### src/rtl/lsu_mem_ctrl.sv
// Load/store controller between execute and a word-addressed data memory with async read / sync write.
// Optional build macro LSU_MISALIGN_TRAP_EN turns misaligned halfword/word accesses into faults.
module lsu_mem_ctrl #(
    parameter int DEPTH_WORDS = 64
) (
    input  logic        clk,
    input  logic        reset,
    input  logic        req_valid,
    output logic        req_ready,
    input  logic        req_we,
    input  logic [1:0]  req_size,
    input  logic        req_unsigned,
    input  logic [31:0] req_addr,
    input  logic [31:0] req_wdata,
    output logic        resp_valid,
    output logic [31:0] resp_rdata,
    output logic        resp_fault,
    output logic        mem_we,
    output logic [31:0] mem_addr,
    output logic [31:0] mem_wdata,
    input  logic [31:0] mem_rdata
);

    localparam logic [1:0] SIZE_BYTE = 2'b00;
    localparam logic [1:0] SIZE_HALF = 2'b01;
    localparam logic [1:0] SIZE_WORD = 2'b10;
    localparam logic [1:0] SIZE_ILL  = 2'b11;

    typedef enum logic [1:0] {
        IDLE  = 2'd0,
        READ  = 2'd1,
        WRITE = 2'd2,
        RESP  = 2'd3
    } state_t;

    state_t      state;
    state_t      state_next;

    logic        we_q;
    logic [1:0]  size_q;
    logic        uns_q;
    logic [31:0] addr_q;
    logic [31:0] wdata_q;
    logic [31:0] merge_q;
    logic        fault_q;

    logic        accept;
    logic        misalign;
    logic        fault_now;

    // Lane select plus sign/zero extension of a loaded word.
    function automatic logic [31:0] load_extend(
        input logic [31:0] word,
        input logic [1:0]  size,
        input logic [1:0]  lane,
        input logic        uns
    );
        logic signed [7:0]  b;
        logic signed [15:0] h;
        logic [31:0]        r;
        case (lane)
            2'd0:    b = word[7:0];
            2'd1:    b = word[15:8];
            2'd2:    b = word[23:16];
            default: b = word[31:24];
        endcase
        h = lane[1] ? word[31:16] : word[15:0];
        case (size)
            SIZE_BYTE: r = uns ? {24'h000000, b} : {{24{b[7]}}, b};
            SIZE_HALF: r = uns ? {16'h0000, h} : {{16{h[15]}}, h};
            default:   r = word;
        endcase
        return r;
    endfunction

    // Replace the addressed byte or halfword lane of the old word; other bytes survive.
    function automatic logic [31:0] store_merge(
        input logic [31:0] old,
        input logic [31:0] wd,
        input logic [1:0]  size,
        input logic [1:0]  lane
    );
        logic [31:0] r;
        r = old;
        if (size == SIZE_BYTE) begin
            case (lane)
                2'd0:    r[7:0]   = wd[7:0];
                2'd1:    r[15:8]  = wd[7:0];
                2'd2:    r[23:16] = wd[7:0];
                default: r[31:24] = wd[7:0];
            endcase
        end else if (lane[1]) begin
            r[31:16] = wd[15:0];
        end else begin
            r[15:0] = wd[15:0];
        end
        return r;
    endfunction

    always_comb begin
        misalign = 1'b0;
`ifdef LSU_MISALIGN_TRAP_EN
        misalign = ((req_size == SIZE_HALF) && req_addr[0]) ||
                   ((req_size == SIZE_WORD) && (req_addr[1:0] != 2'b00));
`endif
        fault_now = (req_size == SIZE_ILL) ||
                    (req_addr[31:2] >= 30'(DEPTH_WORDS)) ||
                    misalign;
    end

    assign accept = req_valid && (state == IDLE);

    always_ff @(posedge clk) begin
        if (reset) begin
            state <= IDLE;
        end else begin
            state <= state_next;
        end
    end

    always_comb begin
        state_next = state;
        req_ready  = 1'b0;
        mem_we     = 1'b0;
        resp_valid = 1'b0;
        mem_wdata  = '0;
        case (state)
            IDLE: begin
                req_ready = 1'b1;
                if (req_valid) begin
                    if (fault_now) begin
                        state_next = RESP;
                    end else if (req_we && (req_size == SIZE_WORD)) begin
                        state_next = WRITE;
                    end else begin
                        state_next = READ;
                    end
                end
            end
            READ: begin
                state_next = we_q ? WRITE : RESP;
            end
            WRITE: begin
                mem_we     = 1'b1;
                mem_wdata  = (size_q == SIZE_WORD) ? wdata_q
                                                   : store_merge(merge_q, wdata_q, size_q, addr_q[1:0]);
                state_next = RESP;
            end
            RESP: begin
                resp_valid = 1'b1;
                state_next = IDLE;
            end
            default: begin
                state_next = IDLE;
            end
        endcase
    end

    // Request latch at accept; load data and merge word captured in READ.
    always_ff @(posedge clk) begin
        if (reset) begin
            we_q       <= 1'b0;
            size_q     <= SIZE_BYTE;
            uns_q      <= 1'b0;
            addr_q     <= '0;
            wdata_q    <= '0;
            merge_q    <= '0;
            fault_q    <= 1'b0;
            resp_rdata <= '0;
        end else begin
            if (accept) begin
                we_q       <= req_we;
                size_q     <= req_size;
                uns_q      <= req_unsigned;
                addr_q     <= req_addr;
                wdata_q    <= req_wdata;
                fault_q    <= fault_now;
                resp_rdata <= '0;
            end
            if (state == READ) begin
                merge_q <= mem_rdata;
                if (!we_q) begin
                    resp_rdata <= load_extend(mem_rdata, size_q, addr_q[1:0], uns_q);
                end
            end
        end
    end

    assign resp_fault = fault_q;
    assign mem_addr   = {addr_q[31:2], 2'b00};

endmodule

### config.mk
export PLATFORM = sky130hd
export DESIGN_NAME = lsu_mem_ctrl
export DESIGN_NICKNAME = d
export VERILOG_FILES = /design/src/rtl/lsu_mem_ctrl.sv
export SDC_FILE = /design/constraint.sdc
export NUM_CORES = 1
export LEC_CHECK = 0
export ABC_AREA = 1
export BUFFER_PORTS_ARGS = -buffer_cell sky130_fd_sc_hd__buf_2
export CORE_AREA = 2 2 142 144
export CTS_CLUSTER_DIAMETER = 30
export CTS_CLUSTER_SIZE = 16
export DETAILED_ROUTE_END_ITERATION = 8
export DIE_AREA = 0 0 144 146
export GPL_TIMING_DRIVEN = 0
export MAX_ROUTING_LAYER = met4
export SYNTH_ARGS = -nofsm -noshare
export SYNTH_HDL_FRONTEND = slang
export SYNTH_SLANG_ARGS = --single-unit
### constraint.sdc
create_clock -name clk -period 3.32 [get_ports clk]
set_input_delay 0.332 -clock clk [delete_from_list [all_inputs] [get_ports clk]]
set_output_delay 0.332 -clock clk [all_outputs]
set_load 0.01 [all_outputs]
=== Yosys cells after proc, flatten, opt, wreduce, memory -nomap -nowiden ===
Cells that the tools add are included.

* $lt $le $gt $ge: 1
* Eq/ne operators: 10
* Multiplexer cells: 25
* Reductions and logical operators: 7

{| class="wikitable"
|+ Operators with widths
! kind !! count
|-
| 2-to-1 mux 32 bit || 8
|-
| case mux 32 bit (2 select lines) || 1
|-
| 2-to-1 mux 16 bit || 3
|-
| 2-to-1 mux 8 bit || 4
|-
| >= comparator 30 x 7 -> 1 bit (second input constant) || 1
|-
| case mux 8 bit (3 select lines) || 1
|-
| equality test 2 bit (second input constant) || 6
|-
| case mux 2 bit (4 select lines) || 1
|-
| equality test 2 x 1 -> 1 bit (second input constant) || 3
|-
| zero test 2 bit || 3
|-
| 2-to-1 mux 2 bit || 3
|-
| 2-to-1 mux 1 bit || 4
|-
| OR reduction 3 bit || 1
|-
| logical AND 1 bit || 2
|-
| inequality test 2 bit (second input constant) || 1
|-
| logical OR 1 bit || 1
|}

* Flip-flop bits (word level): 135
* Output and inout port bits: 100

=== Longest topological paths before layout ===
Gate-level depths: netlist (run 1).

* Word-level depth: 6
* Gate-level depth with buffers: 10
* Mapped depth without buffers: 8

=== Least setup slack after synthesis (run 1) ===
No wires, ideal clock.

* Path kind: register -> output
* From: reg state[0]
* To: out mem_wdata[12]
* Arrival time: 1.387 ns
* Required time: 2.988 ns
* Path slack: 1.601 ns
* Cell stages (with the launch flop): 6
* Buffers on the path: 1
* Cells stage by stage: dfxtp_1 -> inv_1 -> ha_1 -> inv_1 -> clkbuf_1 -> nor4_1

* Word-level cells in the longest chain between the ends: 2

{| class="wikitable"
|+ RTL lines
! element !! line !! text
|-
| start, declared || 36 || <nowiki>state_t state;</nowiki>
|-
| start signal, assigned || 117 || <nowiki>state <= state_next;</nowiki>
|-
| equality test 2 bit || 127 || <nowiki>case (state)</nowiki>
|-
| 2-to-1 mux 32 bit || 127 ||
|-
| end, declared || 20 || <nowiki>output logic [31:0] mem_wdata,</nowiki>
|}

Every way passes these cells.

=== Final worst setup path (run 1) ===
* From: reg size_q[1]
* To: out mem_wdata[7]

* Word-level cells in the longest chain between the ends: 4
* Elaborated cells between the ends (all ways): 5
* Classes of those cells: eq/ne: 1; mux: 3; reduce/logical: 1

{| class="wikitable"
|+ RTL lines
! element !! line !! text
|-
| start, declared || 40 || <nowiki>logic [1:0] size_q;</nowiki>
|-
| start signal, assigned || 173 || <nowiki>size_q <= req_size;</nowiki>
|-
| zero test 2 bit || 85 || <nowiki>if (size == SIZE_BYTE) begin</nowiki>
|-
| 2-to-1 mux 32 bit || 85 ||
|-
| 2-to-1 mux 32 bit * || 145 || <nowiki>mem_wdata = (size_q == SIZE_WORD) ? wdata_q</nowiki>
|-
| 2-to-1 mux 32 bit * || 127 ||
|}

Every way passes the cells marked *; elsewhere a longest branch is shown, timed or not.

==> flow_summary.yaml, run 1 <==
run_status:
  outcome: "complete, no violations"
setup_path:
  crit_path_start_kind: "flop"
  crit_type: "reg2out"
  crit_arrival_ps: 2540
  critPathMaxFanout: 10
  worstSetupEndpointType: "primary output"
  cp.required_ps: 2990
synth:
  yosysWarnings: 0
  synthTopCellsByArea: "dfxtp_1 (40%), o21ai_0 (11%), nor2_1 (9.3%)"
  synth_compound_area_share_pct: 23.3
  synth_seq_cells: 135
  synthAdderAreaFrac_pct: 0.748
  synthMuxAreaShare_pct: 0
  ys_types: 33
  async_flop_share_pct: 0
  synthSimpleGateAreaFrac_pct: 24.2
  yosys.area.top_type: "dfxtp_1"
  synth_xor_area_share_pct: 0
  synth_edf_count: 0
  ys.flop_type: "dfxtp_1"
  syn-cell-area_sq_mm: 0.00669
  synth-seq-area-share_pct: 40.4
  synth.top_cell.area_share_pct: 40.4
  synth_top_family_by_area: "simple AND/OR/NAND/NOR gates"
  avgSynthCellArea_sq_um: 7.00
  synthCells: 955
floorplanning:
  ioPinCount: 203
  placementRows: 51
  die_h_um: 146
  chipWidth_um: 144
  start_util_pct: 34.6
  die_area_sq_mm: 0.0210
  core_area_sq_mm: 0.0193
clocking:
  clock_latency_ps: 420
  clock-sinks: 135
  postCtsSetupRepairBufs: 0
  clk_path_buf_depth: 2
  cts_resized: 0
  cts_tree: "done"
  clockRootBuffer: "clkbuf_16"
  htree_levels: 4
  ctsHoldBuffers: 0
  cts.clk_slew.worst_paths_ps: 60
  numCtsBuffers: 17
layout:
  layout_common_cells: "buf_2 (214), nor2_1 (165), o21ai_0 (152), nand2_1 (140), dfxtp_1 (135)"
  final_common_cell: "buf_2"
  drive_gt1_share_pct: 27.4
  area_growth_pct: 29.0
  stdcell_count: 1453
  n_antenna_cell: 0
  nNetsFinal: 1282
power:
  max-vdd-ir-drop_v: 0.000454
  swShare_pct: 38.9
  powerDensity_mw_per_mm2: 778
  p_switching_uw: 2610
  pwr-share-seq_pct: 33.0
  combPwrFrac_pct: 37.8
  cellInternalPower_uw: 4100
  total_leakage_power_uw: 0.00406
  power_uw: 6710
  clkPwrFrac_pct: 29.1
job:
  drv_cap: 0
sta:
  worst_pin_slew_ps: 692
  fin_tns_setup_ps: 0
  finalCritPeriodShare_pct: 86.6
  finalMaxSlewViolations: 0
  slew-limit-headroom_pct: 53.9
  rsz0062_at_grt: "no"
  fmax_mhz: 348
  finalHoldViolCount: 0
  setup_violations: 0
  skew_ps: 5.87
  fin_crit_ps: 2880
placement:
  dp_cells: 1421
  dpl.hpwl_um: 19300
  io_buffers: 200
  gp_congestion: 0.943
global_routing:
  antenna_found_initial: 0
  grt_pass1_wl_um: 37300
  grt_max_degree: 17
  track_usage_pct: 24.1
  grt_overflow: 0
  grt_pass1_vias: 6782
hold_path:
  hold_path_class: "in2reg"
detailed_routing:
  dr.pass1.iters: 5
  totalWireLength_um: 24800
  detail-route-antenna-nets: 0
  drt-initial-drc-count: 575
  routedWlPerCell_um: 17.1
  vias: 7184
  route.detailed.drc: 0
  viasPerCell: 4.94
[cell families after synthesis]
| kind of cell | after synthesis |
|---|---|
| adders and majority gates | 4 |
| DFF | 135 |
| and+or+nand+nor | 373 |
| AOI/OAI and AO/OA | 287 |
| buffers and inverters | 155 |
| other | 1 |
[per-layer routing]
layer | GRT usage [%] | vias to the layer above | share of wire (%)
met1 | 32.1 | 3247 | 44
met3 | 4.44 | 38 | 7.8
li1 | - | 3584 | -
met5 | - | - | 0
met2 | 37.1 | 315 | 46
met4 | 7.35 | 0 | 2.2
[critical path: stages (launching register included)]
cell,delay (ps)
dfxtp_1,310
buf_6,160
inv_2,200
nor2_4,90
inv_2,170
clkbuf_1,560
nand3_1,140
a21oi_1,290
buf_2,190
[path summary, 6_finish.rpt]
check                           slack (ps)            to  cells after the start          start
worst max-delay path                   440  mem_wdata[7]                      8      size_q[1]
worst min-delay path                   160   wdata_q[18]                      3  req_wdata[18]
worst max register to register         980    wdata_q[7]                      6       state[0]
worst min register to register         470   merge_q[16]                      2    merge_q[16]
[area by class of cell]
cell class	instances	area (sq um)
fillers	2101	10700
multi-input cells	666	3240
flip-flops and latches	135	2700
repair buffers	200	1000
plain buffers	92	517
clock buffers	19	453
well taps	265	332
inverters	63	236
clock inverters	13	154
[state kept, by name, indices dropped and copies added (netlist names)]
signal and flops:
addr_q 32, merge_q 32, resp_fault 1, resp_rdata 32, size_q 2, state 2
uns_q 1, wdata_q 32, we_q 1
[stage by stage]
step	hold slack, ps	utilization (%)	instance area [sq um]	worst slack (ps)
after global routing	163	44.6	8630	341
after detailed placement	462	41.5	8030	969
after floorplan	434	-	6690	1600
final	161	44.6	8630	444
after global placement	455	41.5	8030	986
after CTS	151	44.6	8630	516
[Yosys cell counts (3+ instances only)]
cell / n
a21oi_1: 92
buf_6: 4
clkbuf_1: 40
nand2_1: 140
buf_2: 14
buf_4: 33
a21oi_2: 10
o21ai_0: 152
o221ai_1: 11
inv_1: 56
inv_2: 7
o22ai_1: 11
o211ai_1: 4
nor2_1: 165
nor3_1: 5
ha_1: 4
a221oi_1: 3
nand2_2: 5
nand3_1: 35
dfxtp_1: 135
nand3_2: 11
[power by group through the flow]
stage               combinational [uW]  clock [uW]  sequential (uW)
floorplan                         1650           0             2220
global placement                  2500           0             2240
detailed placement                2510           0             2240
CTS                               2520        1980             2210
global route                      2820        2050             2260
finish                            2540        1960             2220
Note: power is estimated with default switching activity, not from simulation.
==> run 2, diff against run 1 <==
CORE_AREA = 2 2 114 116   (was 2 2 142 144)
DIE_AREA = 0 0 116 118   (was 0 0 144 146)
PLACE_DENSITY = 0.83   (was unset)
==> run 2 against run 1 <==
Compared with the run above: power is 1.3% lower; setup slack better by 120 ps; final cell count is 6.5% lower; highest routed layer unchanged; clock skew is 3.1 ps higher; non-clock buffer count stayed put.
==> flow_summary.yaml, run 2 (synthesis gave the netlist of run 1 again) <==
run_status:
  outcome: "complete, no violations"
layout:
  final_common_cell: "buf_2"
  nNetsFinal: 1282
  area_growth_pct: 26.8
  fill_cells: 1140
  layout_common_cells: "buf_2 (214), nor2_1 (165), o21ai_0 (152), nand2_1 (140), dfxtp_1 (135)"
  drive_gt1_share_pct: 27.0
  final_cell_area_sq_mm: 0.00848
  n_antenna_cell: 0
  stdcell_count: 1359
clocking:
  postCtsSetupRepairBufs: 0
  numCtsBuffers: 17
  clock_latency_ps: 430
  clockRootBuffer: "clkbuf_16"
  ctsHoldBuffers: 0
  cts.clk_slew.worst_paths_ps: 60
  htree_levels: 4
  clock-sinks: 135
  cts_resized: 0
  cts_tree: "done"
  clk_path_buf_depth: 2
sta:
  finalMaxSlewViolations: 0
  finalHoldViolCount: 0
  skew_ps: 8.92
  fin_crit_ps: 2760
  fin_tns_setup_ps: 0
  worst_pin_slew_ps: 607
  rsz0062_at_grt: "no"
  layout_setup_ws_ps: 560
  slew-limit-headroom_pct: 59.5
  finalCritPeriodShare_pct: 83.1
  fmax_mhz: 362
  setup_violations: 0
setup_path:
  crit_type: "reg2out"
  crit_arrival_ps: 2430
  worstSetupEndpointType: "primary output"
  critPathMaxFanout: 10
  cp.required_ps: 2990
  crit_path_start_kind: "flop"
floorplanning:
  start_util_pct: 53.9
  die_h_um: 118
  die_area_sq_mm: 0.0137
  chipWidth_um: 116
  core_area_sq_mm: 0.0124
  placementRows: 41
  ioPinCount: 203
detailed_routing:
  vias: 7374
  detail-route-antenna-nets: 0
  routedWlPerCell_um: 16.8
  viasPerCell: 5.43
  dr.pass1.iters: 6
  route.detailed.drc: 0
  totalWireLength_um: 22900
  drt-initial-drc-count: 865
global_routing:
  grt_pass1_wl_um: 34600
  grt_max_degree: 17
  grt_pass1_vias: 6737
  track_usage_pct: 34.1
  grt_overflow: 0
  antenna_found_initial: 0
power:
  powerDensity_mw_per_mm2: 781
  total_leakage_power_uw: 0.00405
  power_uw: 6630
  max-vdd-ir-drop_v: 0.000470
job:
  drv_cap: 0
placement:
  pre_cts_ws_ps: 1160
  placed_area_sq_mm: 0.00791
  gp_congestion: 1.04
  dpl.hpwl_um: 17400
  dp_cells: 1328
  io_buffers: 200
hold_path:
  hold_path_class: "in2reg"
## run 2: changes by cell type in the layout (fill, tap and decap cells not counted), sizes merged
cell      change
clkbuf        +4
clkinv        -3
bufinv        -1
clkinvlp      -1
## run 2: report_power, final
part           total, uW  switching, uW  internal (uW)
clock               1860            702           1150
sequential          2230            235           1990
combinational       2540           1640            897
total               6630           2580           4050
## run 2: through the flow
step,hold slack (ps),utilization [%]
after global routing,155,68.3
final,146,68.3
after global placement,448,63.7
after detailed placement,454,63.7
after CTS,145,68.3
after floorplan,434,-
## run 2: layout make-up
class / count / area (sq um) / area share, %
multi-input cells: 666 / 3240 / 38.2
repair buffers: 200 / 1000 / 11.8
clock inverters: 8 / 97.6 / 1.15
well taps: 172 / 215 / 2.54
flip-flops and latches: 135 / 2700 / 31.9
inverters: 63 / 236 / 2.79
plain buffers: 92 / 517 / 6.09
clock buffers: 23 / 478 / 5.63
## run 2: worst max-delay path: stages (launching register included)
cell,delay [ps]
dfxtp_1,330
inv_1,110
ha_1,270
clkbuf_1,380
o21ai_0,250
a221oi_1,450
buf_2,220
## run 2: worst paths after layout
path / startpoint / endpoint / slack, ps / depth (start not counted)
min reg2reg: merge_q[22] / merge_q[22] / 470 / 2
max reg2reg: state[0] / wdata_q[9] / 1120 / 7
min: req_wdata[17] / wdata_q[17] / 150 / 3
max: state[0] / mem_wdata[20] / 560 / 6
## run 2: metal layers
metal / global-route usage (%) / vias to the layer above / part of all wire [%]
li1: - / 3586 / -
met1: 45.6 / 3312 / 43
met2: 49.5 / 398 / 44
met3: 8.39 / 78 / 9.8
met4: 13.4 / 0 / 3.6
met5: - / - / 0
